<file path="src/rtl/bus_pkg.sv">
// rtl/bus_pkg.sv - shared types and constants for the bus arbiter
package bus_pkg;

    localparam int N_REQ_DEFAULT = 8;

    typedef enum logic [1:0] {
        IDLE,
        OWN,
        TURN
    } arb_state_t;

    // Never narrower than one bit, so a single-requester build still has an id port.
    function automatic int id_width(input int n);
        return (n > 1) ? $clog2(n) : 1;
    endfunction

endpackage

</file>
<file path="src/rtl/bus_arbiter_rr_pick.sv">
// rtl/bus_arbiter_rr_pick.sv - combinational rotate-priority encoder
// The search starts at ptr and wraps; the first unmasked request wins.
module rr_pick #(
    parameter int N = 8,
    parameter int W = 3
) (
    input  logic [N-1:0] req,
    input  logic [N-1:0] mask,
    input  logic [W-1:0] ptr,
    output logic         valid,
    output logic [W-1:0] idx
);

    logic [W-1:0] j;

    always_comb begin
        valid = 1'b0;
        idx   = '0;
        j     = '0;
        for (int i = 0; i < N; i++) begin
            j = W'((int'(ptr) + i) % N);
            if (!valid && req[j] && !mask[j]) begin
                valid = 1'b1;
                idx   = j;
            end
        end
    end

endmodule

</file>
<file path="src/rtl/bus_arbiter.sv">
// rtl/bus_arbiter.sv - round-robin bus arbiter, no preemption, 1-cycle turnaround
// Optional watchdog with requester masking is enabled by defining BUS_ARB_WATCHDOG_EN.
module bus_arbiter
    import bus_pkg::*;
#(
    parameter int N_REQ   = N_REQ_DEFAULT,
    parameter int TIMEOUT = 64
) (
    input  logic                        clk,
    input  logic                        clr_n,
    input  logic [N_REQ-1:0]            DMA,
    input  logic                        BUS_ready,
    output logic [N_REQ-1:0]            grant,
    output logic [id_width(N_REQ)-1:0]  owner_id,
    output logic                        bus_busy,
    output logic                        timeout_err,
    output logic [id_width(N_REQ)-1:0]  err_id,
    input  logic                        err_clr
);

    localparam int ID_W = id_width(N_REQ);
    localparam logic [N_REQ-1:0] ONE_HOT0 = {{(N_REQ-1){1'b0}}, 1'b1};

    arb_state_t       state;
    logic [ID_W-1:0]  ptr;
    logic [N_REQ-1:0] elig_mask;
    logic             pick_valid;
    logic [ID_W-1:0]  pick_idx;
    logic             owner_req;

    assign owner_req = DMA[owner_id];

`ifdef BUS_ARB_WATCHDOG_EN
    localparam int CNT_W = $clog2(TIMEOUT) + 1;

    logic [CNT_W-1:0] wd_cnt;
    logic [N_REQ-1:0] mask;
    logic             fire;

    // A beat completing in the last allowed cycle counts as progress.
    assign fire      = (state == OWN) && owner_req && !BUS_ready &&
                       (wd_cnt == CNT_W'(TIMEOUT - 1));
    assign elig_mask = mask;
`else
    logic unused_ok;

    assign unused_ok   = BUS_ready ^ err_clr ^ (TIMEOUT > 0);
    assign elig_mask   = '0;
    assign timeout_err = 1'b0;
    assign err_id      = '0;
`endif

    rr_pick #(
        .N (N_REQ),
        .W (ID_W)
    ) u_pick (
        .req   (DMA),
        .mask  (elig_mask),
        .ptr   (ptr),
        .valid (pick_valid),
        .idx   (pick_idx)
    );

    always_ff @(posedge clk or negedge clr_n) begin
        if (!clr_n) begin
            state    <= IDLE;
            grant    <= '0;
            ptr      <= '0;
            bus_busy <= 1'b0;
            owner_id <= '0;
`ifdef BUS_ARB_WATCHDOG_EN
            timeout_err <= 1'b0;
            err_id      <= '0;
            wd_cnt      <= '0;
            mask        <= '0;
`endif
        end else begin
`ifdef BUS_ARB_WATCHDOG_EN
            // A low request releases its mask; a watchdog event below overrides.
            mask <= mask & DMA;
            if (err_clr) begin
                timeout_err <= 1'b0;
            end
`endif
            case (state)
                IDLE: begin
                    if (pick_valid) begin
                        state    <= OWN;
                        grant    <= ONE_HOT0 << pick_idx;
                        owner_id <= pick_idx;
                        bus_busy <= 1'b1;
                        ptr      <= ID_W'((int'(pick_idx) + 1) % N_REQ);
`ifdef BUS_ARB_WATCHDOG_EN
                        wd_cnt   <= '0;
`endif
                    end
                end
                OWN: begin
                    if (!owner_req) begin
                        state    <= TURN;
                        grant    <= '0;
                        bus_busy <= 1'b0;
                    end
`ifdef BUS_ARB_WATCHDOG_EN
                    else if (fire) begin
                        state         <= TURN;
                        grant         <= '0;
                        bus_busy      <= 1'b0;
                        timeout_err   <= 1'b1;
                        err_id        <= owner_id;
                        mask[owner_id] <= 1'b1;
                    end else if (BUS_ready) begin
                        wd_cnt <= '0;
                    end else begin
                        wd_cnt <= wd_cnt + 1'b1;
                    end
`endif
                end
                TURN: begin
                    state <= IDLE;
                end
                default: begin
                    state <= IDLE;
                end
            endcase
        end
    end

endmodule

</file>
<file path="config.mk">
export PLATFORM = sky130hd
export DESIGN_NAME = bus_arbiter
export DESIGN_NICKNAME = d
export VERILOG_FILES = /design/src/rtl/bus_pkg.sv /design/src/rtl/bus_arbiter_rr_pick.sv /design/src/rtl/bus_arbiter.sv
export SDC_FILE = /design/constraint.sdc
export NUM_CORES = 1
export LEC_CHECK = 0
export ABC_AREA = 1
export BUFFER_PORTS_ARGS = -buffer_cell sky130_fd_sc_hd__clkbuf_2
export CAP_MARGIN = 20
export CORE_ASPECT_RATIO = 1.1
export CORE_MARGIN = 2
export CORE_UTILIZATION = 52
export CTS_CLUSTER_DIAMETER = 60
export CTS_CLUSTER_SIZE = 24
export DETAILED_ROUTE_END_ITERATION = 12
export PLACE_DENSITY = 0.75
export RECOVER_POWER = 50
export SLEW_MARGIN = 40
export SYNTH_ARGS = -nofsm -noshare
export SYNTH_HDL_FRONTEND = slang
export SYNTH_SLANG_ARGS = --single-unit
</file>
<file path="constraint.sdc">
create_clock -name clk -period 5.2 [get_ports clk]
set_clock_uncertainty 0.2 [all_clocks]
set_input_delay 0 -clock clk [delete_from_list [all_inputs] [get_ports clk]]
set_output_delay 0 -clock clk [all_outputs]
set_load 0.005 [all_outputs]
</file>
# Word-level counts from Yosys, hierarchy flattened
# Memory sizes are Yosys's and may differ from the RTL's.
# Cells that the tools add are included.
# W data, S select, Z words.
[classes] add_sub_neg=8 order_cmp=9 n_eq_ne=3 n_shift=1 mux=51 reduce_logical=35
[op_table] op="$lt A3 B4 Y1 const B" count=9
[op_table] op="$bmux W1 S3" count=9
[op_table] op="$mux W1" count=27
[op_table] op="$mux W3" count=8
[op_table] op="$mux W8" count=2
[op_table] op="$pmux W8 S2" count=1
[op_table] op="$logic_and A1 B1 Y1" count=15
[op_table] op="$logic_not A1 Y1" count=15
[op_table] op="$add A3 B3 Y3 const B" count=4
[op_table] op="$shl A1 B3 Y8 const A" count=1
[op_table] op="$add A3 B1 Y3 const B" count=2
[op_table] op="$add A3 B2 Y3 const B" count=2
[op_table] op="$mux W2" count=2
[op_table] op="$ne A2 B2 Y1 const B" count=2
[op_table] op="$pmux W2 S2" count=1
[op_table] op="$reduce_and A2 Y1" count=2
[op_table] op="$reduce_and A3 Y1" count=1
[op_table] op="$eq A2 B1 Y1 const B" count=1
[op_table] op="$logic_not A2 Y1" count=1
[op_table] op="$pmux W1 S2" count=1
[op_table] op="$reduce_bool A2 Y1" count=1
[totals] reg_bits=17 rom_bits=64 wordCells=120 n_memories=8
[mem_list] name="(name not given)" words=8 word_bits=1 read_ports=1 rd_ports_with_merged_regs=0 write_ports=0 line_no="bus_arbiter_rr_pick.sv:22" rtl="if (!valid && req[j] && !mask[j]) begin"
[mem_list] name="(name not given)" words=8 word_bits=1 read_ports=1 rd_ports_with_merged_regs=0 write_ports=0 line_no="bus_arbiter_rr_pick.sv:22"
[mem_list] name="(name not given)" words=8 word_bits=1 read_ports=1 rd_ports_with_merged_regs=0 write_ports=0 line_no="bus_arbiter_rr_pick.sv:22"
[mem_list] name="(name not given)" words=8 word_bits=1 read_ports=1 rd_ports_with_merged_regs=0 write_ports=0 line_no="bus_arbiter_rr_pick.sv:22"
[mem_list] name="(name not given)" words=8 word_bits=1 read_ports=1 rd_ports_with_merged_regs=0 write_ports=0 line_no="bus_arbiter_rr_pick.sv:22"
[mem_list] name="(name not given)" words=8 word_bits=1 read_ports=1 rd_ports_with_merged_regs=0 write_ports=0 line_no="bus_arbiter_rr_pick.sv:22"
[mem_list] name="2 more memories"

# Longest topological paths before layout
# Gate-level depths: netlist (run 1).
[depth] word_depth=36 depth_mapped=21 depth_no_buf=20

# Cells and area by module
# From an unflattened synthesis (run 1), not the netlist that was laid out.
[unflattened] cells_unflattened=318 hier_area_um2=2031.9
[by_module_without_submodules] module="rr_pick" instances=1 cells_per_inst=209 area_each_um2=1077.3 seq_area_each_um2=0.0
[by_module_without_submodules] module="bus_arbiter" instances=1 cells_per_inst=109 area_each_um2=954.7 seq_area_each_um2=425.4

# Least setup slack after synthesis (run 1)
# Ideal clock, no wire load.
[synth_path] kind="register to register" startpoint="register ptr[1]" endpoint="register grant[7]" setup_ns=0.121 t_arrival_ns=2.546 required_ns=4.879 path_slack_ns=2.333 stages_incl_launch_ff=17 period_less_slack_ns=2.867 cell_sequence="dfrtp_1 -> buf_2 -> inv_2 -> ha_1 -> inv_1 -> nand3_1 -> nand2_1 -> o21ai_0 -> nor2_2 -> nand3_1 -> nand2_1 -> nor2_1 -> nand3_1 -> nand2_1 -> inv_1 -> ha_1 -> a22o_1"
[synth_via] elab_chain_len=36 word_cells_on_any_way=90
[synth_rtl] element="start, declared" line_no="bus_arbiter.sv:25" rtl="logic [ID_W-1:0] ptr;"
[synth_rtl] element="start signal, assigned" line_no="bus_arbiter.sv:92" rtl="ptr <= ID_W'((int'(pick_idx) + 1) % N_REQ);"
[synth_rtl] element="parallel branches: the longest is 32 deep, another holds $add A3 B1 Y3"
[synth_rtl] element="$mux W3 (*)" line_no="bus_arbiter_rr_pick.sv:22"
[synth_rtl] element="net pick_idx[0]" line_no="bus_arbiter.sv:28" rtl="logic [ID_W-1:0] pick_idx;"
[synth_rtl] element="$shl A1 B3 Y8 (*)" line_no="bus_arbiter.sv:89" rtl="grant <= ONE_HOT0 << pick_idx;"
[synth_rtl] element="$mux W8 (*)" line_no="bus_arbiter.sv:87" rtl="if (pick_valid) begin"
[synth_rtl] element="$pmux W8 S2 (*)" line_no="bus_arbiter.sv:85" rtl="case (state)"
[synth_rtl] element="end signal, assigned" line_no="bus_arbiter.sv:89"
[synth_rtl] element="end, declared" line_no="bus_arbiter.sv:13" rtl="output logic [N_REQ-1:0] grant,"
# Mark *: on every way through the listed nets, which the timed path passes. The select of a mux whose other input is x is not followed.
# A chain may end at the register's enable or synchronous reset.

# Final worst setup path (run 1)
[layout_path] startpoint="register ptr[0]" endpoint="register grant[7]"
# The elaborated chain is that of the path after synthesis.

==> results of run 1 <==
==> final cells by class <==
cell class | instances | area [sq um]
sequential | 17 | 425.4
timing repair buffer | 23 | 116.4
multi-input combinational | 191 | 1003
clock buffer | 3 | 22.52
inverter | 22 | 82.58
tap | 33 | 41.29
clock inverter | 1 | 5.005
fill | 280 | 1131
==> logic make-up after synthesis <==
family | synth area share [%]
DFF | 27.09
adders and majority gates | 3.984
and+or+nand+nor | 47.89
buffers and inverters | 9.721
other | 0.2388
xor gates and xnor gates | 1.674
AOI/OAI and AO/OA | 9.403
==> metrics by stage <==
| stage | util [%] | cells |
|---|---|---|
| 4_1_cts | 60.31 | 290 |
| 3_3_place_gp | 58.63 | 284 |
| 2_1_floorplan | - | 239 |
| 3_5_place_dp | 58.63 | 284 |
| 5_1_grt | 60.00 | 290 |
| 6_report | 60.00 | 290 |
==> layout by cell type (no fill, tap or decap), drive strengths merged <==
master	count
nand2	78
a31oi	1
xnor2	1
ha	5
clkbuf	25
a22o	1
nor3	3
o22ai	1
nand3	46
o21a	1
dlygate4sd3	1
clkinv	1
o21ai	15
nand4	7
nor2	21
conb	4
dfrtp	17
inv	22
xor2	2
o221ai	1
o21bai	2
a21oi	2
==> state kept, by name, summed over array words and instances, names as in the netlist <==
register  flops
bus_busy      1
owner_id      3
grant         8
state         2
ptr           3
==> metal layers <==
layer | routed length (microns) | part of all wire, %
met4 | 63 | 1.7
met5 | 0 | 0
met3 | 117 | 3.2
met1 | 1636 | 45
met2 | 1790 | 50
==> worst reg2reg max path, stage by stage, from the launching register on <==
cell	delay [ps]
dfrtp_1	690
inv_2	240
ha_1	490
inv_1	180
nand3_1	120
nand2_1	100
o21ai_0	410
nor2_2	130
nand3_1	90
nand2_1	70
nor2_1	110
nand3_1	210
nand2_1	150
inv_1	50
ha_1	170
a22o_1	230
==> worst min-delay path by stage <==
stage           start        to  slack [ps]  cells after the start
4_1_cts        DMA[3]  state[0]          80                      5
3_5_place_dp    clr_n  grant[6]        -250                      1
6_report       DMA[3]  state[0]          80                      5
3_3_place_gp    clr_n  grant[6]        -260                      1
5_1_grt        DMA[3]  state[0]         170                      5
2_1_floorplan   clr_n  bus_busy        -500                      0
==> timing repair <==
action,in CTS,in global routing
endpoints found under the setup margin,0,0
hold endpoints to repair,17,0
setup buffers,0,0
hold buffers,2,0
==> flow_summary.toml, run 1 <==
[logic_synthesis]
syn_inst = 236
synth_flop_cell = "dfrtp_1"
ys_async_sr_fraction_pct = 100.0
seq_area_frac_synth_pct = 27.09
syn_avg_cell_area_sq_um = 6.654
synthTopCellsByArea = "dfrtp_1, nand2_1, nand3_1"
yosys.area.top_type = "dfrtp_1"
synth_top_area_share_pct = 27.09
ys_warn_count = 0
ys_types = 33
synth-seq-cells = 17
netlist_top_cells_count = "nand2_1, nand3_1, inv_1, nor2_1, dfrtp_1"
synth.cell_area_sq_um = 1570
synth.most_common_cell = "nand2_1"
synth_edf_count = 0

[floorplan]
die_w_microns = 56.40
fp.dieArea_sq_um = 3476
core_area_sq_um = 2828
start_util_pct = 55.53
num_rows = 20
die_y_microns = 61.64
io_pins = 28

[cts]
cts.path.max_buffers = 2
clockRootBuffer = "clkbuf_4"
cts.reportedPaths.clkPinSlew_ps = 100
cts.sinks = 17
ctsResizeCount = 0
clock_latency_ps = 290
htree_levels = 1
cts_tree = "yes"
cts_buffers = 3

[routing]
drtIter0Drc = 91
drcViolationCount = 0
vias = 1589
routed_wl_microns = 3607
avgViaCountPerCell = 5.479
avgRoutedWirePerCell_microns = 12.44
ant_nets = 0
drt-pass1-iter-count = 4

[min_path]
hold_class = "input port to register"

[worst_setup_path]
worstSetupEndpoint = "grant[7]"
crit_arrival_ps = 3710
path_cells = "inv_2 -> ha_1 -> inv_1 -> nand3_1 -> nand2_1 -> o21ai_0 -> nor2_2 -> nand3_1 -> nand2_1 -> nor2_1 -> nand3_1 -> nand2_1 -> inv_1 -> ha_1 -> a22o_1"
rr_worst_depth = 15
path_buf_inv = 3
critPathSlowestCell = "dfrtp_1"
cp_max_fo = 15
reg2reg_slack_ps = 1480
cp-end-kind = "register"
crit_path_start = "ptr[0]"
reg2reg_from = "ptr[0]"
cp.depth = 15
critPathLaunchType = "register"
critPathRequiredTime_ps = 5190
max_stage_delay_ps = 690
path_class = "register to register"
path_delay_family = "simple AND/OR/NAND/NOR gates"
r2r-end = "grant[7]"

[global_routing]
gr-max-usage-layer = "met2"
grtUsageTotal_pct = 23.79
antenna_found_initial = 0
grt_pass1_vias = 1537
use_met2_pct = 45.04
met3_usage_pct = 1.050
grt-ovfl-total = 0
gr-usage-met1_pct = 29.43
grt_max_degree = 18
grt_first_pass_wirelength_microns = 6548

[placement]
dpl_cell_area_sq_um = 1658
dp_hpwl_microns = 2827
numPortBuffers = 21
gp_congestion = 0.9424
post-place-ws_ps = 1549

[sta]
slew-limit-headroom_pct = 40.65
worstMarginPinSlew_ps = 890.3
finalSetupTns_ps = 0
timing.hold.ws_ps = 77.18
setup_violations = 0
fmax_mhz = 268.5
hold_violations = 0
period_share_pct = 71.62
final_max_slew_viol_count = 0
setup_slack_ps = 1476
min_period_ps = 3724
rsz0062_at_grt = "no"

[cells_and_area]
nNetsFinal = 275
syn2layout_area_growth_pct = 8.048
design_area_sq_um = 1697
diodes = 0
drive_gt1_share_pct = 16.73

[job]
max_cap_viol_count = 0

[outcome]
outcome = "finished clean"
Power of run 1 is left out: the tool's default activity adds up to more than one toggle a clock period on the data nets, which glitch-free logic cannot reach.
==> run 2, diff against run 1 <==
Settings changed: CORE_UTILIZATION 52 to 50.
Clock period 5.2 ns to 3.15 ns, I/O delays scaled along.
==> flow_summary.toml, run 2 (synthesized netlist as in run 1, its figures left out) <==
[routing]
routed_wl_microns = 3486
drtIter0Drc = 45
drcViolationCount = 0
routed-wl-met3_microns = 112
vias = 1545
avgViaCountPerCell = 5.202
wl_met2_microns = 1596
ant_nets = 0
routed.top_layer = "met4"
wl_met1_microns = 1674
drt-pass1-iter-count = 4
avgRoutedWirePerCell_microns = 11.74

[job]
max_cap_viol_count = 0

[floorplan]
start_util_pct = 51.97
fp.dieArea_sq_um = 3605
die_y_microns = 62.78
die_w_microns = 57.43
core_area_sq_um = 3022
num_rows = 21
io_pins = 28

[worst_setup_path]
crit_path_start = "ptr[0]"
critPathSlowestCell = "dfrtp_2"
reg2reg_slack_ps = 310
max_stage_delay_ps = 450
rr_worst_depth = 13
critPathLaunchType = "register"
crit_arrival_ps = 2840
reg2reg_from = "ptr[0]"
path_class = "register to register"
cp-end-kind = "register"
critPathRequiredTime_ps = 3140
cp_max_fo = 7
r2r-end = "ptr[2]"
path_cells = "ha_1 -> xor2_1 -> nor2_1 -> a31oi_4 -> inv_2 -> nor2_8 -> nand4_1 -> nand3_1 -> nand2_1 -> inv_1 -> ha_1 -> nand2_1 -> o21ai_1"

[cells_and_area]
largest_reg_flops = 8
final_common_cell = "nand2_1"
diodes = 0
drive_gt1_share_pct = 19.77
syn2layout_area_growth_pct = 11.71
regMostFlops = "grant"
layout_common_cells = "nand2_1, nand3_1, clkbuf_2"
nNetsFinal = 281
fillers = 290
top_regs = "grant x8, owner_id x3, ptr x3"

[global_routing]
grt_pass1_vias = 1367
grt_max_degree = 18
grt_first_pass_wirelength_microns = 5844
antenna_found_initial = 0
grtUsageTotal_pct = 20.19
grt-ovfl-total = 0

[sta]
fmax_mhz = 351.9
worstMarginPinSlew_ps = 896.6
hold_violations = 0
slew-limit-headroom_pct = 40.22
rsz0062_at_grt = "no"
final_max_slew_viol_count = 0
setup_violations = 0
finalSetupTns_ps = 0
period_share_pct = 90.23
min_period_ps = 2842

[cts]
clock_latency_ps = 300
cts.path.max_buffers = 2
cts.reportedPaths.clkPinSlew_ps = 110
cts_buffers = 3
cts_tree = "yes"
clockRootBuffer = "clkbuf_4"
htree_levels = 1
cts.sinks = 17
cts_setup_buffers = 0

[outcome]
outcome = "finished clean"

[min_path]
hold_end = "state[0]"
hold_class = "input port to register"
min_from = "DMA[3]"
hold_path_depth = 5

[placement]
gp_congestion = 0.8960
dp_hpwl_microns = 2832
numPortBuffers = 21
==> run 2: per-stage QoR <==
stage               instances  util [%]  hold slack, ps  area (sq um)  setup WS (ps)
finish                    297     58.05           67.99          1754          307.9
global route              297     58.05           140.5          1754          48.28
CTS                       297     57.97           76.20          1752          175.6
detailed placement        291     56.40          -249.6          1704          166.9
global placement          291     56.40          -251.9          1704          208.5
floorplan                 239         -          -495.6          1582          283.2
==> run 2: area by class of cell <==
cell class / instances / area, sq um / area share (%)
inverters: 22 / 82.58 / 4.708
multi-input cells: 191 / 1012 / 57.70
clock buffers: 3 / 22.52 / 1.284
repair buffers: 29 / 162.7 / 9.272
clock inverters: 1 / 5.005 / 0.2853
flip-flops and latches: 17 / 426.7 / 24.32
well taps: 34 / 42.54 / 2.425
==> run 2: worst max path at each step <==
stage                          end  slack, ps  cells after the start
final                       ptr[2]        310                     13
after global placement      ptr[2]        210                     16
after CTS                 grant[7]        180                     15
after floorplan           grant[7]        280                     16
after global routing        ptr[1]         50                     16
after detailed placement  grant[7]        170                     15
==> run 2: what timing repair did <==
item	in CTS	in global routing
hold buffers	2	0
hold endpoints to repair	17	0
setup endpoints to repair	0	6
resized for setup	0	4
==> run 2: worst max-delay path: cells and delay by family, from the launching register on <==
family	cells	cell delay [ps]
DFF	1	450
xor gates and xnor gates	1	350
adders and majority gates	2	470
AOI/OAI and AO/OA	2	300
buffers and inverters	2	150
and+or+nand+nor	6	830
==> run 2: per-layer routing <==
layer	vias to the layer above	global-route usage (%)
met2	33	31.25
met4	0	8.430
met1	670	28.53
met3	11	1.863
met5	-	0
li1	831	-
Power of run 2 is left out for the same reason.
==> run 3, diff against run 2 <==
Settings changed: ABC_AREA 1 to not set, CORE_UTILIZATION 50 to 51, PLACE_DENSITY 0.75 to 0.76.
==> flow_summary.toml, run 3 <==
[cells_and_area]
top_regs = "grant x8, owner_id x3, ptr x3"
diodes = 0
syn2layout_area_growth_pct = 30.50
drive_gt1_share_pct = 49.30
final_common_cell = "buf_4"
fin_cells = 251
layout_common_cells = "buf_4, clkbuf_2, nand2_1"
regMostFlops = "grant"
largest_reg_flops = 8
nNetsFinal = 233

[logic_synthesis]
ys_types = 52
netlist_top_cells_count = "dfrtp_1, nand2_1, mux4_2"
syn_inst = 162
ys_async_sr_fraction_pct = 100.0
synth.cell_area_sq_um = 1710
synth-seq-cells = 17
ys_warn_count = 0
synthTopCellsByArea = "dfrtp_1, mux4_2, mux2_2"
syn_avg_cell_area_sq_um = 10.56
synth_flop_cell = "dfrtp_1"
seq_area_frac_synth_pct = 24.87
yosys.area.top_type = "dfrtp_1"
synth_top_area_share_pct = 24.87
synth_edf_count = 0

[job]
max_cap_viol_count = 0

[sta]
min_period_ps = 3229
final_max_slew_viol_count = 0
rsz0062_at_grt = "yes"
period_share_pct = 102.5
hold_violations = 0
slew-limit-headroom_pct = 41.07
setup_slack_ps = -79.24
fmax_mhz = 309.7
worstMarginPinSlew_ps = 884.0
setup_violations = 2

[min_path]
hold_end = "state[1]"
hold_class = "input port to register"
min_from = "DMA[7]"
hold_path_depth = 4

[routing]
avgRoutedWirePerCell_microns = 18.94
drtIter0Drc = 84
vias = 1580
routed_wl_microns = 4753
ant_nets = 0
avgViaCountPerCell = 6.295
drt-pass1-iter-count = 4
drcViolationCount = 0

[worst_setup_path]
reg2reg_from = "ptr[0]"
reg2reg_slack_ps = -80
rr_worst_depth = 11
critPathRequiredTime_ps = 3140
r2r-end = "grant[0]"
path_class = "register to register"
cp_max_fo = 8
critPathLaunchType = "register"
crit_arrival_ps = 3220
cp-end-kind = "register"

[cts]
cts_tree = "yes"
cts.reportedPaths.clkPinSlew_ps = 90
clockRootBuffer = "clkbuf_4"
clock_latency_ps = 290
htree_levels = 1
cts.sinks = 17
cts.path.max_buffers = 2
cts_buffers = 3

[floorplan]
core_area_sq_um = 3276
io_pins = 28
fp.dieArea_sq_um = 3834
die_w_microns = 59.22
num_rows = 22
start_util_pct = 52.22
die_y_microns = 64.74

[global_routing]
grt_pass1_vias = 1665
grtUsageTotal_pct = 27.57
grt-ovfl-total = 0
grt_first_pass_wirelength_microns = 7914
antenna_found_initial = 0
grt_max_degree = 18

[placement]
dp_hpwl_microns = 3697
gp_congestion = 0.9285
numPortBuffers = 21
placed_cells_incl_taps = 239

[outcome]
outcome = "finished, violations left"
violations = "setup timing"
[run 3: changes by cell type in the layout (fill, tap and decap cells not counted), sizes merged, moves of 3 or more]
cell	change
mux2i	+9
a21oi	+3
nor2b	+3
nand4	-7
mux2	+8
o21ai	-6
a32o	+3
nand3	-44
buf	+29
inv	-17
mux4	+14
nand2b	+3
nand2	-61
nor2	-9
[run 3: kinds of logic (layout without fill, tap and decap cells)]
| logic type | count (synthesis) | count (layout) | synth area share [%] |
|---|---|---|---|
| XOR/XNOR | 2 | 2 | 1.902 |
| buffers and inverters | 18 | 68 | 5.632 |
| adder cells (fa/ha/maj) | 5 | 5 | 3.658 |
| other | 1 | 4 | 0.2192 |
| AND/OR/NAND/NOR | 50 | 50 | 15.73 |
| flip-flops | 17 | 17 | 24.87 |
| multiplexers | 31 | 31 | 29.92 |
| AO/OA/AOI/OAI | 38 | 38 | 18.07 |
[run 3: metal layers]
metal | track usage [%] | vias up | routed length [microns]
met5 | 0 | - | 0
met4 | 11.36 | 0 | 86
met3 | 2.794 | 9 | 297
met2 | 49.31 | 63 | 2590
met1 | 32.77 | 783 | 1779
li1 | - | 725 | -
[run 3: worst max-delay path, cell delays in order (launching register included)]
cell	delay (ps)
dfrtp_2	460
buf_12	160
buf_4	130
mux4_2	380
mux2i_2	90
buf_4	160
a222oi_1	370
or4b_4	540
o2111ai_4	180
buf_4	190
nor2_2	40
a32o_1	240
[run 3: timing repair]
item / 4_1_cts / 5_1_grt
hold buffers: 2 / 0
setup endpoints to repair: 10 / 13
setup buffers: 5 / 1
cloned: 0 / 0
pin swaps: 3 / 2
gates resized for setup: 13 / 6
endpoints found under the hold margin: 17 / 0
[run 3: final cells by class]
class                      count  area [sq um]
clock buffer                   4         26.28
fill                         256          1044
inverter                       6         27.53
multi-input combinational    130          1313
sequential                    17         427.9
tap                           36         45.04
timing repair buffer          58         392.9
[run 3: how the worst max path moves through the flow]
| stage | end | startpoint | cells after the start |
|---|---|---|---|
| after global placement | grant[6] | ptr[0] | 10 |
| after global routing | ptr[2] | ptr[0] | 12 |
| after floorplan | grant[6] | ptr[0] | 10 |
| final | grant[0] | ptr[0] | 11 |
| after CTS | ptr[2] | ptr[0] | 11 |
| after detailed placement | grant[5] | ptr[0] | 11 |
[run 3: metrics by stage]
stage          util [%]  TNS, ps  cell area [sq um]  setup WS [ps]  hold slack, ps
2_1_floorplan         -   -12.97               1758         -12.97          -495.6
3_5_place_dp      63.03   -561.6               2064         -134.0          -246.7
6_report          68.14   -133.1               2232         -79.24           132.4
5_1_grt           68.14    -1116               2232         -162.8           160.6
3_3_place_gp      62.87   -1.679               2059         -1.679          -254.1
4_1_cts           67.38   -76.75               2207         -30.87           134.4
Power of run 3 is left out for the same reason.
